**src/rtl/led_pkg.sv**
```systemverilog
// Shared types and helpers for the status LED sequencer: scheduler states,
// requester (mode) encodings and brightness constants.
package led_pkg;

  typedef enum logic [2:0] {
    ST_BREATH,
    ST_ACTIVITY,
    ST_ERR_ON,
    ST_ERR_OFF,
    ST_ERR_GAP
  } state_e;

  typedef enum logic [1:0] {
    MODE_BREATH   = 2'd0,
    MODE_ACTIVITY = 2'd1,
    MODE_ERROR    = 2'd2
  } mode_e;

  localparam logic [7:0] LEVEL_FULL = 8'hFF;
  localparam logic [7:0] LEVEL_OFF  = 8'h00;

  // Counter width for a count of n; a 1-bit floor keeps degenerate sizes legal.
  function automatic int cnt_width(input int unsigned n);
    return (n > 1) ? $clog2(n) : 1;
  endfunction

  function automatic mode_e mode_of(input state_e s);
    case (s)
      ST_ACTIVITY:                     return MODE_ACTIVITY;
      ST_ERR_ON, ST_ERR_OFF, ST_ERR_GAP: return MODE_ERROR;
      default:                         return MODE_BREATH;
    endcase
  endfunction

  // Triangle wave: ramps 0..255 on the lower half, mirrors back down on the upper.
  function automatic logic [7:0] breath_level(input logic [8:0] b);
    return b[7:0] ^ {8{b[8]}};
  endfunction

endpackage

```
**src/rtl/led_pwm.sv**
```systemverilog
// PWM brightness engine: free-running 8-bit ramp compared against the
// requested level, with a registered LED drive.
module led_pwm (
  input  logic       clk,
  input  logic       reset,
  input  logic [7:0] level,
  input  logic       enable,
  output logic       led
);

  logic [7:0] pwm_cnt_q;

  // NOTE: sequential state is always assigned with <= so every register
  // samples the pre-edge values regardless of statement order.
  always_ff @(posedge clk) begin
    if (reset) begin
      pwm_cnt_q <= 8'd0;
      led       <= 1'b0;
    end else begin
      pwm_cnt_q <= pwm_cnt_q + 8'd1;
      led       <= enable && (pwm_cnt_q < level);
    end
  end

endmodule

```
**src/rtl/led_status_sequencer.sv**
```systemverilog
// Status LED owner: tick divider, breathing counter and the priority scheduler
// that picks which requester (breath / activity / error code) sets the level.
module led_status_sequencer
  import led_pkg::*;
#(
  parameter int unsigned TICK_DIV      = 256,
  parameter int unsigned ACT_TICKS     = 64,
  parameter int unsigned ERR_ON_TICKS  = 128,
  parameter int unsigned ERR_GAP_TICKS = 512
) (
  input  logic       clk,
  input  logic       reset,
  input  logic       enable,
  input  logic       act_pulse,
  input  logic       err_pulse,
  input  logic [2:0] err_code,
  output logic       led,
  output logic [1:0] mode,
  output logic       busy
);

  localparam int TICK_W  = cnt_width(TICK_DIV);
  localparam int HOLD_W  = cnt_width(ACT_TICKS);
  localparam int PHASE_W = cnt_width((ERR_ON_TICKS > ERR_GAP_TICKS) ? ERR_ON_TICKS
                                                                    : ERR_GAP_TICKS);

  localparam logic [TICK_W-1:0]  TICK_LAST      = TICK_W'(TICK_DIV - 1);
  localparam logic [HOLD_W-1:0]  HOLD_LAST      = HOLD_W'(ACT_TICKS - 1);
  localparam logic [PHASE_W-1:0] PHASE_ON_LAST  = PHASE_W'(ERR_ON_TICKS - 1);
  localparam logic [PHASE_W-1:0] PHASE_GAP_LAST = PHASE_W'(ERR_GAP_TICKS - 1);

  state_e             state_q,      state_d;
  logic [TICK_W-1:0]  tick_cnt_q;
  logic [8:0]         breath_cnt_q;
  logic [HOLD_W-1:0]  hold_q,       hold_d;
  logic [PHASE_W-1:0] phase_q,      phase_d;
  logic [2:0]         flashes_q,    flashes_d;
  logic               pend_valid_q, pend_valid_d;
  logic [2:0]         pend_code_q,  pend_code_d;
  logic [7:0]         level_q,      level_d;

  logic       tick;
  logic [2:0] code_eff;

  assign tick     = (tick_cnt_q == TICK_LAST);
  assign code_eff = (err_code == 3'd0) ? 3'd1 : err_code;

  always_ff @(posedge clk) begin
    if (reset) begin
      tick_cnt_q   <= '0;
      breath_cnt_q <= '0;
      state_q      <= ST_BREATH;
      hold_q       <= '0;
      phase_q      <= '0;
      flashes_q    <= '0;
      pend_valid_q <= 1'b0;
      pend_code_q  <= '0;
      level_q      <= LEVEL_OFF;
    end else begin
      tick_cnt_q   <= tick ? '0 : tick_cnt_q + 1'b1;
      // Breathing only advances while it actually owns the LED.
      if (tick && enable && state_q == ST_BREATH) breath_cnt_q <= breath_cnt_q + 9'd1;
      state_q      <= state_d;
      hold_q       <= hold_d;
      phase_q      <= phase_d;
      flashes_q    <= flashes_d;
      pend_valid_q <= pend_valid_d;
      pend_code_q  <= pend_code_d;
      level_q      <= level_d;
    end
  end

  // NOTE: every signal driven here gets a default first, so no path through
  // the case tree can leave one unassigned and infer a latch.
  always_comb begin
    state_d      = state_q;
    hold_d       = hold_q;
    phase_d      = phase_q;
    flashes_d    = flashes_q;
    pend_valid_d = pend_valid_q;
    pend_code_d  = pend_code_q;

    if (!enable) begin
      state_d      = ST_BREATH;
      pend_valid_d = 1'b0;
      hold_d       = '0;
      phase_d      = '0;
    end else begin
      case (state_q)
        ST_BREATH, ST_ACTIVITY: begin
          if (err_pulse) begin
            flashes_d = code_eff;
            phase_d   = '0;
            state_d   = ST_ERR_ON;
          end else if (act_pulse) begin
            hold_d  = '0;
            state_d = ST_ACTIVITY;
          end else if (state_q == ST_ACTIVITY && tick) begin
            if (hold_q == HOLD_LAST) begin
              hold_d  = '0;
              state_d = ST_BREATH;
            end else begin
              hold_d = hold_q + 1'b1;
            end
          end
        end
        ST_ERR_ON: begin
          if (tick) begin
            if (phase_q == PHASE_ON_LAST) begin
              phase_d   = '0;
              flashes_d = flashes_q - 3'd1;
              state_d   = ST_ERR_OFF;
            end else begin
              phase_d = phase_q + 1'b1;
            end
          end
        end
        ST_ERR_OFF: begin
          if (tick) begin
            if (phase_q == PHASE_ON_LAST) begin
              phase_d = '0;
              state_d = (flashes_q != 3'd0) ? ST_ERR_ON : ST_ERR_GAP;
            end else begin
              phase_d = phase_q + 1'b1;
            end
          end
        end
        ST_ERR_GAP: begin
          if (tick) begin
            if (phase_q == PHASE_GAP_LAST) begin
              phase_d = '0;
              if (pend_valid_q) begin
                flashes_d    = pend_code_q;
                pend_valid_d = 1'b0;
                state_d      = ST_ERR_ON;
              end else begin
                state_d = ST_BREATH;
              end
            end else begin
              phase_d = phase_q + 1'b1;
            end
          end
        end
        default: state_d = ST_BREATH;
      endcase

      // Applied last so a strobe on the gap exit replaces, rather than feeds, the reload.
      if (err_pulse && state_q inside {ST_ERR_ON, ST_ERR_OFF, ST_ERR_GAP}) begin
        pend_valid_d = 1'b1;
        pend_code_d  = code_eff;
      end
    end
  end

  always_comb begin
    case (state_q)
      ST_BREATH:              level_d = breath_level(breath_cnt_q);
      ST_ACTIVITY, ST_ERR_ON: level_d = LEVEL_FULL;
      default:                level_d = LEVEL_OFF;
    endcase
  end

  assign mode = mode_of(state_q);
  assign busy = (state_q != ST_BREATH);

  led_pwm u_pwm (
    .clk    (clk),
    .reset  (reset),
    .level  (level_q),
    .enable (enable),
    .led    (led)
  );

endmodule

```
**config.mk**
```make
export PLATFORM = sky130hd
export DESIGN_NAME = led_status_sequencer
export DESIGN_NICKNAME = d
export VERILOG_FILES = /design/src/rtl/led_pkg.sv /design/src/rtl/led_pwm.sv /design/src/rtl/led_status_sequencer.sv
export SDC_FILE = /design/constraint.sdc
export NUM_CORES = 1
export LEC_CHECK = 0
export ABC_AREA = 1
export CAP_MARGIN = 20
export CORE_AREA = 2 2 67 117
export CTS_BUF_LIST = sky130_fd_sc_hd__clkbuf_8
export CTS_CLUSTER_DIAMETER = 80
export DETAILED_ROUTE_END_ITERATION = 8
export DIE_AREA = 0 0 69 119
export HOLD_SLACK_MARGIN = 0.06
export PLACE_DENSITY = 0.6
export SYNTH_ARGS = -nofsm -noshare
export SYNTH_HDL_FRONTEND = slang
export SYNTH_SLANG_ARGS = --single-unit
```
**constraint.sdc**
```tcl
create_clock -name clk -period 1.7 [get_ports clk]
set_input_delay 0.34 -clock clk [delete_from_list [all_inputs] [get_ports clk]]
set_output_delay 0.34 -clock clk [all_outputs]
set_load 0.01 [all_outputs]
```
==> impl_metrics.env, run 1 <==
export IMPL_status="completed"
export IMPL_first_global_vias=2925
export IMPL_synth_ff_type="dfxtp_1"
export IMPL_fin_area_um2=3920
export IMPL_placed_cell_area_um2=3610
export IMPL_die_h_um=119
export IMPL_synth_top_cell_by_area="dfxtp_1"
export IMPL_crit_chain="ha_4, nand3_4, nor3_4, ha_2, inv_1, nand2_2, nand2_2, nor2_4, nand3_4, nand2_1, nand2_1, nor2_1"
export IMPL_final_antenna_net_count=0
export IMPL_gr_total_overflow=0
export IMPL_synth_common_cells="90 x nand2_1, 73 x nor2_1, 68 x inv_1, 59 x dfxtp_1, 32 x a21oi_1"
export IMPL_hold_viol_final=0
export IMPL_num_vias=3035
export IMPL_synth_cell_types=32
export IMPL_wirelength_mm=7.38
export IMPL_drt_pre_antenna_iters=4
export IMPL_hold_path_class="flop to flop"
export IMPL_synth_avg_cell_area_um2=6.81
export IMPL_antenna_cells=0
export IMPL_maxCapViolCount=0
export IMPL_end_kind="flop"
export IMPL_grt_usage=0.190
export IMPL_clock_skew_ps=7.61
export IMPL_start_util=0.424
export IMPL_coreArea_um2=7360
export IMPL_clock_sinks=59
export IMPL_grt_max_degree=15
export IMPL_synth_edff_count=0
export IMPL_synth_seq_area_share=0.379
export IMPL_synth_top_area_share=0.379
export IMPL_place_hpwl_mm=5.68
export IMPL_crit_path_top_delay_cell="dfxtp_2"
export IMPL_synth_most_common_cell="nand2_1"
export IMPL_numCtsBuffers=9
export IMPL_worstMarginPinSlew_ps=345
export IMPL_r2r_end="state_q[2]"
export IMPL_ioPinCount=12
export IMPL_critical_path_class="flop to flop"
export IMPL_worstPathArrival_ps=1930
export IMPL_slowest_delay_ps=360
export IMPL_ir_drop_mv=0.548
export IMPL_area_growth_syn_to_layout_pct=25.6
export IMPL_utilization=0.532
export IMPL_seq_area_um2=1190
export IMPL_required_ps=1980
export IMPL_rsz0062_at_grt="yes"
export IMPL_p_per_area_nw_per_um2=953
export IMPL_finalCritPeriodShare=0.973
export IMPL_drcViolationCount=0
export IMPL_total_power_uw=3730
export IMPL_syn_inst=458
export IMPL_clk_latency_ps=350
export IMPL_start_kind="flop"
export IMPL_reg2reg_depth=12
export IMPL_clockBufferDepth=2
export IMPL_async_reset_ff_frac=0
export IMPL_vias_per_cell=5.00
export IMPL_setup_violations=0
export IMPL_drv_slew=0
export IMPL_synth_fp_nets=482
export IMPL_fill_cells=753
export IMPL_cts_clk_slew_worst_paths_ps=70
export IMPL_dieArea_um2=8210
export IMPL_max_freq_mhz=605
export IMPL_cts_tree="done"
export IMPL_drt_iter0_markers=95
export IMPL_p_leak_uw=0.00173
export IMPL_drive_gt1_frac=0.185
export IMPL_cts_max_level=3
export IMPL_cts_root_buf="clkbuf_8"
export IMPL_multi_input_area_um2=1770
export IMPL_crit_end="state_q[2]"
export IMPL_cp_max_fo=5
export IMPL_nets=539
export IMPL_port_buffers=11
export IMPL_critical_path_startpoint="phase_q[1]"
export IMPL_die_w_um=69
export IMPL_reg2reg_slack_ps=50
export IMPL_r2r_start="phase_q[1]"
export IMPL_rows=42
export IMPL_synth_area_um2=3120
export IMPL_yosys_warnings=0
export IMPL_wl_per_cell_um=12.2
export IMPL_setup_ws_ps=46.6
export IMPL_synthTopCellsByArea="dfxtp_1 38%, nand2_1 11%, nor2_1 8.8%"
export IMPL_grt_pass1_wl_mm=12.3
export IMPL_antenna_found_initial=0
export IMPL_period_needed_ps=1650
export IMPL_slew_headroom=0.769
export IMPL_place_ws_ps=-170
export IMPL_gp_congestion=0.886
export IMPL_ys_seq_elements=59
[stage by stage]
stage	hold slack, ps	std cells	TNS (ps)
floorplan	418	458	0
global placement	450	589	-1210
detailed placement	449	589	-1540
CTS	458	605	-207
global route	478	607	-879
finish	460	607	0
[critical path, delay by kind of cell (launching register included)]
family        cells  cell delay [ps]
flops             1              360
simple gates      9              820
buf+inv           1               50
fa+ha+maj         2              360
[logic make-up after synthesis]
family,share of synthesized area
AND/OR/NAND/NOR,0.316
flip-flops,0.379
buffers and inverters,0.0987
AO/OA/AOI/OAI,0.123
XOR/XNOR,0.0197
adder cells (fa/ha/maj),0.0642
[worst min-delay path by stage]
| stage | start | to | cells past startpoint |
|---|---|---|---|
| 3_3_place_gp | u_pwm.pwm_cnt_q[0] | u_pwm.pwm_cnt_q[0] | 1 |
| 3_5_place_dp | pend_code_q[0] | pend_code_q[0] | 2 |
| 5_1_grt | pend_code_q[0] | pend_code_q[0] | 2 |
| 4_1_cts | pend_code_q[0] | pend_code_q[0] | 2 |
| 2_1_floorplan | tick_cnt_q[0] | tick_cnt_q[0] | 1 |
| 6_report | pend_code_q[0] | pend_code_q[0] | 2 |
[per-layer routing]
layer,wire length (um),global-route usage
met1,2640,0.169
met2,4310,0.383
met3,226,0.0415
met4,204,0.0993
met5,0,0
[cell usage in the layout (no fill, tap or decap), types with 2 or more instances in the layout]
cell type and n:
nand2_2 8, dlygate4sd2_1 2, nand3_1 26, nor3b_1 2, inv_1 68, buf_4 39
nand3_4 3, o22ai_1 3, nand2_4 2, clkbuf_8 10, ha_2 2, a31oi_1 9
nor3_1 11, xor2_1 5, nor2_4 3, dfxtp_1 54, dfxtp_2 3, nand3_2 2
clkinv_2 3, o21a_1 2, a21oi_1 32, nor2_2 5, xnor2_1 2, nor2_1 70
o21ai_0 21, nand4_1 5, nand2_1 84, nor3_4 3, inv_2 5, dfxtp_4 2
clkdlybuf4s50_1 8, ha_1 13
[area by class of cell]
cell class	instances	area share
Clock buffer	10	0.0351
Clock inverter	5	0.00575
Inverter	72	0.0690
Multi-Input combinational cell	322	0.452
Sequential cell	59	0.304
Tap cell	88	0.0281
Timing Repair Buffer	51	0.106
[sequential cells by signal, indices dropped and copies added, names as in the netlist]
name / flops
breath_cnt_q: 9
flashes_q: 3
hold_q: 6
level_q: 8
pend_code_q: 3
pend_valid_q: 1
phase_q: 9
state_q: 3
tick_cnt_q: 8
u_pwm.led: 1
u_pwm.pwm_cnt_q: 8
[power breakdown]
part	internal [uW]	switching, uW
Combinational	459	651
Sequential	1490	66.7
Clock	541	531
Total	2490	1250
[timing repair]
item,in CTS,in global routing
setup buffers,1,1
gates cloned,0,1
hold buffers,0,0
setup endpoints to repair,16,25
pin swaps,5,5
resized for setup,16,21
hold endpoints to repair,0,0
Note: power is estimated with default switching activity, not from simulation.
==> run 2, diff against run 1 <==
--- a/config.mk
+++ b/config.mk
@@ -14,6 +14,7 @@
 export DIE_AREA = 0 0 69 119
 export HOLD_SLACK_MARGIN = 0.06
 export PLACE_DENSITY = 0.6
+export RECOVER_POWER = 100
 export SYNTH_ARGS = -nofsm -noshare
 export SYNTH_HDL_FRONTEND = slang
 export SYNTH_SLANG_ARGS = --single-unit
==> run 2 against run 1 <==
Effect of this change:
- non-clock buffer count stayed put
- global-route usage stayed put
- sequential power barely moved
- final cell count unchanged
- largest cell class unchanged
- critical path depth decreased by 9
- fmax fell by 1.6%
- clock power barely moved
- critical path type is now flop to output port
==> impl_metrics.env, run 2 (synthesis gave the netlist of run 1 again) <==
export IMPL_grt_max_degree=15
export IMPL_instances_no_fill=607
export IMPL_rows=42
export IMPL_cp_max_fo=4
export IMPL_start_kind="flop"
export IMPL_critical_path_class="flop to output port"
export IMPL_utilization=0.531
export IMPL_worstPathArrival_ps=1340
export IMPL_clockBufferDepth=2
export IMPL_layout_common_cells="84 x nand2_1, 70 x nor2_1, 68 x inv_1"
export IMPL_wirelength_mm=7.35
export IMPL_maxCapViolCount=0
export IMPL_nets=539
export IMPL_gr_total_overflow=0
export IMPL_hold_viol_final=0
export IMPL_r2r_start="phase_q[1]"
export IMPL_gp_congestion=0.886
export IMPL_end_kind="output port"
export IMPL_area_growth_syn_to_layout_pct=25.2
export IMPL_cts_max_level=3
export IMPL_slew_headroom=0.605
export IMPL_drive_gt1_frac=0.179
export IMPL_clock_sinks=59
export IMPL_p_leak_uw=0.00173
export IMPL_drcViolationCount=0
export IMPL_vias_per_cell=5.01
export IMPL_wl_per_cell_um=12.1
export IMPL_cts_tree="done"
export IMPL_ir_drop_mv=0.546
export IMPL_num_vias=3040
export IMPL_antenna_found_initial=0
export IMPL_max_freq_mhz=595
export IMPL_dieArea_um2=8210
export IMPL_timing_setup_tns_ps=0
export IMPL_clock_skew_ps=7.62
export IMPL_cts_clk_slew_worst_paths_ps=60
export IMPL_grt_pass1_wl_mm=12.3
export IMPL_rsz0062_at_grt="yes"
export IMPL_die_h_um=119
export IMPL_cts_root_buf="clkbuf_8"
export IMPL_place_ws_ps=-170
export IMPL_ioPinCount=12
export IMPL_setup_ws_ps=19.5
export IMPL_clk_latency_ps=350
export IMPL_coreArea_um2=7360
export IMPL_port_buffers=11
export IMPL_drv_slew=0
export IMPL_status="completed"
export IMPL_top_regs="breath_cnt_q x9, phase_q x9"
export IMPL_drt_pre_antenna_iters=4
export IMPL_die_w_um=69
export IMPL_finalCritPeriodShare=0.989
export IMPL_setup_violations=0
export IMPL_grt_usage=0.190
export IMPL_first_global_vias=2925
export IMPL_dp_cells=589
export IMPL_numCtsBuffers=9
export IMPL_final_antenna_net_count=0
export IMPL_layout_commonest_cell="nand2_1"
export IMPL_worstMarginPinSlew_ps=593
export IMPL_required_ps=1360
export IMPL_antenna_cells=0
export IMPL_critical_path_startpoint="state_q[0]"
export IMPL_period_needed_ps=1680
export IMPL_drt_iter0_markers=93
export IMPL_place_hpwl_mm=5.68
export IMPL_p_per_area_nw_per_um2=954
export IMPL_hold_path_class="flop to flop"
export IMPL_min_from="pend_code_q[0]"
export IMPL_start_util=0.424
run 2: cell count changes in the layout (fill, tap and decap cells not counted):
cell	before	now
dfxtp_1	54	55
clkbuf_1	0	2
buf_4	39	37
dfxtp_4	2	1
run 2: cell type report:
class / instances / area (um2)
sequential: 59 / 1190
clock buffer: 10 / 138
tap: 88 / 110
clock inverter: 5 / 22.5
fill: 759 / 3450
multi-input combinational: 322 / 1770
inverter: 72 / 270
timing repair buffer: 51 / 407
run 2: layer usage:
metal	up-vias	wire length, um	global-route usage
met1	1396	2590	0.169
li1	1584	-	-
met3	16	239	0.0415
met4	0	222	0.0993
met2	44	4300	0.383
met5	-	0	0
run 2: final timing paths:
path,end,slack [ps],cells after the start
hold reg to reg,pend_code_q[0],460,2
hold / removal,pend_code_q[0],460,2
setup reg to reg,flashes_q[0],50,13
setup / recovery,mode[0],20,3
run 2: what timing repair did:
item                                    in CTS  in global routing
gates cloned                                 0                  1
hold buffers                                 0                  0
endpoints found under the setup margin      16                 25
pin swaps                                    5                  5
gates resized for setup                     16                 21
setup buffers                                1                  1
run 2: where the power goes:
group	internal (uW)	total, uW	leakage (uW)	switching, uW
sequential	1480	1550	0.000481	66.8
clock	541	1070	0.0000943	529
combinational	456	1110	0.00115	651
total	2480	3730	0.00173	1250
run 2: stage by stage:
| step | area [um2] | hold slack [ps] | total power [uW] |
|---|---|---|---|
| 3_5_place_dp | 3610 | 449 | 2600 |
| 3_3_place_gp | 3610 | 450 | 2580 |
| 5_1_grt | 3910 | 478 | 3970 |
| 2_1_floorplan | 3150 | 418 | 2220 |
| 6_report | 3910 | 460 | 3730 |
| 4_1_cts | 3820 | 458 | 3710 |
run 2: worst max-delay path: stages, from the launching register on:
cell and delay [ps]:
dfxtp_1 410, inv_1 110, nor3_2 170, dlygate4sd2_1 300
